### src/rtl/alu_arbiter.sv
// rtl/alu_arbiter.sv - two-requester round-robin front end for a shared, multi-cycle ALU
// One operation in flight; operands are registered to the ALU, result captured after SETTLE_CYCLES.
module alu_arbiter #(
  parameter int SETTLE_CYCLES = 1
) (
  input  logic       clk,
  input  logic       reset,
  input  logic       req0_valid,
  output logic       req0_ready,
  input  logic [7:0] req0_data1,
  input  logic [7:0] req0_data2,
  input  logic [2:0] req0_select,
  input  logic       req1_valid,
  output logic       req1_ready,
  input  logic [7:0] req1_data1,
  input  logic [7:0] req1_data2,
  input  logic [2:0] req1_select,
  output logic       rsp_valid,
  input  logic       rsp_ready,
  output logic       rsp_id,
  output logic [7:0] rsp_result,
  output logic       rsp_zero,
  output logic [7:0] alu_data1,
  output logic [7:0] alu_data2,
  output logic [2:0] alu_select,
  input  logic [7:0] alu_result,
  input  logic       alu_zero
);

  localparam logic [3:0] SETTLE_INIT = 4'(SETTLE_CYCLES);

  typedef enum logic [1:0] {
    IDLE   = 2'd0,
    SETTLE = 2'd1,
    RESP   = 2'd2
  } state_t;

  state_t     state;
  state_t     state_nxt;
  logic [3:0] count;
  logic       last_grant;
  logic       winner;
  logic       accept;
  logic       capture;
  logic       consume;
  logic [7:0] win_data1;
  logic [7:0] win_data2;
  logic [2:0] win_select;

  // Under contention the requester that did not win last time gets the grant.
  always_comb begin
    winner = 1'b0;
    if (req0_valid && req1_valid) begin
      winner = ~last_grant;
    end else if (req1_valid) begin
      winner = 1'b1;
    end
  end

  always_comb begin
    req0_ready = 1'b0;
    req1_ready = 1'b0;
    if (!reset && state == IDLE) begin
      req0_ready = req0_valid && !winner;
      req1_ready = req1_valid && winner;
    end
  end

  always_comb begin
    win_data1  = winner ? req1_data1  : req0_data1;
    win_data2  = winner ? req1_data2  : req0_data2;
    win_select = winner ? req1_select : req0_select;
  end

  assign accept  = req0_ready || req1_ready;
  assign capture = (state == SETTLE) && (count == 4'd1);
  assign consume = (state == RESP) && rsp_valid && rsp_ready;

  always_comb begin
    state_nxt = state;
    case (state)
      IDLE:    if (accept)  state_nxt = SETTLE;
      SETTLE:  if (capture) state_nxt = RESP;
      RESP:    if (consume) state_nxt = IDLE;
      default: state_nxt = IDLE;
    endcase
  end

  always_ff @(posedge clk) begin
    if (reset) begin
      state <= IDLE;
    end else begin
      state <= state_nxt;
    end
  end

  // Datapath registers; ALU operands only move on an accept edge.
  always_ff @(posedge clk) begin
    if (reset) begin
      count      <= 4'd0;
      last_grant <= 1'b1;
      alu_data1  <= 8'd0;
      alu_data2  <= 8'd0;
      alu_select <= 3'd0;
      rsp_id     <= 1'b0;
      rsp_valid  <= 1'b0;
      rsp_result <= 8'd0;
      rsp_zero   <= 1'b0;
    end else begin
      if (accept) begin
        alu_data1  <= win_data1;
        alu_data2  <= win_data2;
        alu_select <= win_select;
        rsp_id     <= winner;
        last_grant <= winner;
        count      <= SETTLE_INIT;
      end else if (state == SETTLE) begin
        count <= count - 4'd1;
      end
      if (capture) begin
        rsp_result <= alu_result;
        rsp_zero   <= alu_zero;
        rsp_valid  <= 1'b1;
      end else if (consume) begin
        rsp_valid <= 1'b0;
      end
    end
  end

endmodule

### config.mk
export PLATFORM = sky130hd
export DESIGN_NAME = alu_arbiter
export DESIGN_NICKNAME = d
export VERILOG_FILES = /design/src/rtl/alu_arbiter.sv
export SDC_FILE = /design/constraint.sdc
export NUM_CORES = 1
export LEC_CHECK = 0
export BUFFER_PORTS_ARGS = -buffer_cell sky130_fd_sc_hd__buf_4
export CAP_MARGIN = 20
export CORE_MARGIN = 10
export CORE_UTILIZATION = 30
export CTS_CLUSTER_DIAMETER = 120
export DETAILED_ROUTE_END_ITERATION = 8
export PLACE_DENSITY = 0.6
export SYNTH_ARGS = -nofsm -noshare
export SYNTH_HDL_FRONTEND = slang
export SYNTH_SLANG_ARGS = --single-unit
### constraint.sdc
create_clock -name clk -period 1.8 [get_ports clk]
set_clock_uncertainty 0.1 [all_clocks]
set_input_delay 0.36 -clock clk [delete_from_list [all_inputs] [get_ports clk]]
set_output_delay 0.36 -clock clk [all_outputs]
set_load 0.1 [all_outputs]
======== Word level (Yosys, flattened, before mapping) ========
Cells that the tools add are included.
W data, S select, Z words.
word-level totals
  register bits after elaboration ......... 37
  input bits .............................. 52
  output and inout bits ................... 32
  word-level logic and storage cells ...... 49
operators by class
  add/subtract/negate cells ............... 1
  equal/unequal tests ..................... 6
  multiplexer cells ....................... 15
  bitwise logic cells ..................... 1
  reductions and logical operators ........ 15
operator list
  cell                   number
  $mux W8                2
  $mux W1                8
  $logic_and A1 B1 Y1    7
  $mux W2                3
  $ne A2 B2 Y1 const B   3
  $pmux W2 S3            1
  $eq A4 B1 Y1 const B   1
  $reduce_bool A2 Y1     2
  $sub A4 B1 Y4 const B  1
  $mux W3                1
  $reduce_and A3 Y1      1
  $eq A2 B1 Y1 const B   1
  $eq A2 B2 Y1 const B   1
  $logic_not A1 Y1       2
  $logic_not A2 Y1       1
  $reduce_or A2 Y1       1
  $logic_or A1 B1 Y1     1
  $not A1 Y1             1

======== Depth between registers and ports, before layout ========
  depth in word-level cells ............... 8
  depth in mapped cells ................... 6
  depth with buffers taken out ............ 5

======== Least setup slack after synthesis ========
OpenSTA, ideal clock, no wires.
  kind .................................... input-to-output
  from .................................... input reset
  to ...................................... output req0_ready
  arrival time ............................ 2.854 ns
  data required time ...................... 1.340 ns
  setup slack ............................. -1.514 ns
  cell stages on the path ................. 3
  path buffers ............................ 2
  path through ............................ buf_2 -> clkbuf_1 -> nor3_1
on the way
  cells in the longest elaborated chain, start to end .. 3
RTL lines
  what                 line  RTL
  from (decl)          7     input logic reset,
  $logic_not A1 Y1     63    if (!reset && state == IDLE) begin
  $logic_and A1 B1 Y1  63
  $mux W1              63
  to (decl)            9     output logic req0_ready,
Every way passes these cells.

======== Worst setup path after layout ========
  from .................................... register state[1]
  to ...................................... output req0_ready
on the way
  cells in the longest elaborated chain, start to end .. 3
RTL lines
  what                    line  RTL
  from (decl)             38    state_t state;
  from (signal assigned)  93    state <= state_nxt;
  $logic_not A2 Y1        63
  $logic_and A1 B1 Y1     63
  $mux W1                 63
Every way passes these cells.

==> flow_summary.yaml <==
clock_tree:
  clockBufferDepth: 2
  clk_pin_slew_ps: 70
  cts-root-buf: "clkbuf_8"
  cts.sinks: 37
  numCtsBuffers: 5
  cts.htree.levels: 2
  cts_tree: "built"
  insertion_delay_ps: 280
  ctsHoldBuffers: 0
power_and_ir_drop:
  seqPwrFrac_pct: 37.1
  leakagePower_nw: 1.094
  p_int_mw: 1.493
  combPwrFrac_pct: 39.7
  p_per_area_mw_per_mm2: 968.7
  p_sw_mw: 1.013
  clockPowerShare_pct: 23.1
  swShare_pct: 40.43
  ir_worst_vdd_mv: 0.3341
synth:
  synth_top_family_by_area: "compound AO/OA/AOI/OAI gates"
  yosysWarnings: 0
  synth_simple_gate_area_share_pct: 19.58
  ys_ff_latch: 37
  synth.largest_area_cell: "dfxtp_1"
  synth_xor_area_share_pct: 1.012
  netlist_area_sq_mm: 0.001732
  netlist_top_cells_area: "dfxtp_1, a21oi_1, nand2_1"
  syn_inst: 201
  muxShareOfSynthArea_pct: 0
  synth_compound_area_share_pct: 28.97
  yosysSeqAreaShare_pct: 42.77
  syn_nets: 255
  synth_top_cell_area_share_pct: 42.77
  avgSynthCellArea_sq_um: 8.615
  synth-adder-area-share_pct: 1.445
  ys_types: 34
drt:
  drt_first_pass_iters: 4
  wl_microns: 5467
  wire_per_inst_microns: 15.23
  first_iter_violations: 44
  drc_errors: 0
  ant_nets: 0
  via_per_inst: 4.855
  num_vias: 1743
final_layout:
  nets: 341
  most-common-layout-cells: "buf_4, nand2_1, dfxtp_1"
  final_area_sq_mm: 0.002587
  diodes: 0
  syn2layout_area_growth_pct: 49.42
  final_util_pct: 46.70
  final_common_cell: "buf_4"
  drive_above_1_share_pct: 41.81
worst_setup_path:
  critPathLaunchType: "flip-flop"
  crit_path_max_fanout: 4
  crit_slowest_cell: "or3b_4"
  crit_buf_inv: 1
  crit_path_cell_trace: "or3b_4, nor3_4, buf_12"
  reg2reg_depth: 6
  cp.required_ps: 1340
  end_kind: "primary output"
  regToRegSetupSlack_ps: 190
  cp_top_family: "simple AND/OR/NAND/NOR gates"
  cp.depth: 3
  critPathKind: "flip-flop to primary output"
  cp_data_arrival_time_ps: 1410
  slowest_delay_ps: 390
timing:
  drv_slew: 0
  grt_setup_unrepaired: "true"
  finalCritPeriodShare_pct: 104.1
  period_needed_ps: 1874
  setup_violations: 1
  final_hold_viol_count: 0
  fin_ws_ps: -74.12
  timing.fmax_mhz: 533.6
  worst_slew_pin_slew_ps: 398.1
  relSlewSlack_pct: 73.46
placed_design:
  hpwl_microns: 4053
  port_buffers: 83
  placed_cell_area_sq_mm: 0.002445
  place_congestion: 0.6943
global_routing:
  antenna_found_initial: 0
  grt_max_degree: 29
  grt_pass1_vias: 1856
  grtUsageTotal_pct: 12.06
  grt_overflow: 0
  grt_pass1_wl_microns: 8914
outcome:
  violations: "setup timing"
  outcome: "finished with violations"
floorplanning:
  ios: 84
  die_area_sq_mm: 0.009211
  die_y_microns: 95.98
  std_cell_rows: 27
  core_sq_mm: 0.005540
  start_util_pct: 31.26
  dieWidth_microns: 95.98
hold_path:
  min_path_type: "primary input to flip-flop"
  worstHoldPathCells: 3
run:
  drv_cap: 0
power groups by stage:
| stage | clock network [mW] | logic (mW) | registers, mW |
|---|---|---|---|
| finish | 0.580 | 0.995 | 0.931 |
| global route | 0.633 | 1.06 | 0.940 |
| CTS | 0.606 | 1.00 | 0.931 |
| detailed placement | 0 | 0.982 | 0.951 |
| global placement | 0 | 0.982 | 0.950 |
| floorplan | 0 | 0.321 | 1.35 |
per-layer routing:
layer  global-route usage, %  share of wire [%]  vias up
li1                        -                  -      891
met1                   13.64                 40      775
met2                   18.51                 45       72
met3                   8.405                 14        5
met4                   2.211               0.59        0
met5                       0                  0        -
metrics by stage:
step / total power [mW] / setup TNS, ps / hold slack [ps] / cells / worst slack (ps)
3_3_place_gp: 1.931 / -50.98 / 366.2 / 349 / -50.98
6_report: 2.507 / -74.12 / 236.4 / 359 / -74.12
3_5_place_dp: 1.933 / -50.20 / 370.6 / 349 / -50.20
2_1_floorplan: 1.670 / -222.9 / 365.8 / 201 / -222.9
4_1_cts: 2.542 / -103.1 / 227.4 / 359 / -103.1
5_1_grt: 2.633 / -154.9 / 236.9 / 359 / -132.3
registers in the layout, indices dropped and copies added (netlist names):
signal,cells
count,4
alu_select,3
state,2
rsp_zero,1
rsp_result,8
rsp_id,1
alu_data2,8
alu_data1,8
last_grant,1
rsp_valid,1
what timing repair did:
action	CTS	global route
buffers inserted	3	0
setup endpoints to repair	2	2
resized for setup	8	0
pin swaps	3	1
synth_stat cells:
cell type  number
a21bo_1         1
a221o_1         1
a311oi_1        9
a21o_1          1
nand2b_1        1
nor2b_1         2
a21oi_1        33
a211oi_1        1
buf_8           1
clkbuf_1        6
buf_1           1
nand2_1        43
nand3b_1        4
nor2_1          4
and2_1          2
o21ai_1         9
or2_1           1
a311oi_2       10
nor3_2          1
buf_2           8
o41ai_1         1
buf_6           1
xnor2_1         1
a22oi_1         1
dfxtp_1        37
inv_1           2
or3b_1          2
nor3b_2         1
ha_1            2
nand3_1         9
nor3_1          2
xor2_1          1
a21boi_2        1
buf_4           1
logic make-up after synthesis:
kind of cell               after synthesis
AOI/OAI and AO/OA                       68
xor gates and xnor gates                 2
adders and majority gates                2
buffers and inverters                   20
DFF                                     37
and+or+nand+nor                         72
tightest hold or removal path, cell delays in order:
cell	delay, ps
buf_4	110
nand3_1	50
a21oi_1	50
cell type report:
cell class              instances  area, sq um
repair buffers                 97        753.2
fillers                       565         2953
clock buffers                   7        86.33
well taps                      72        90.09
flip-flops and latches         37        744.5
multi-input cells             144        905.9
inverters                       2        7.507
path summary, 6_finish.rpt:
| path | startpoint | to |
|---|---|---|
| setup / recovery | state[1] | req0_ready |
| hold reg to reg | rsp_valid | rsp_valid |
| setup reg to reg | state[0] | alu_data2[1] |
| hold / removal | alu_result[1] | rsp_result[1] |
Note: power is estimated with default switching activity, not from simulation.
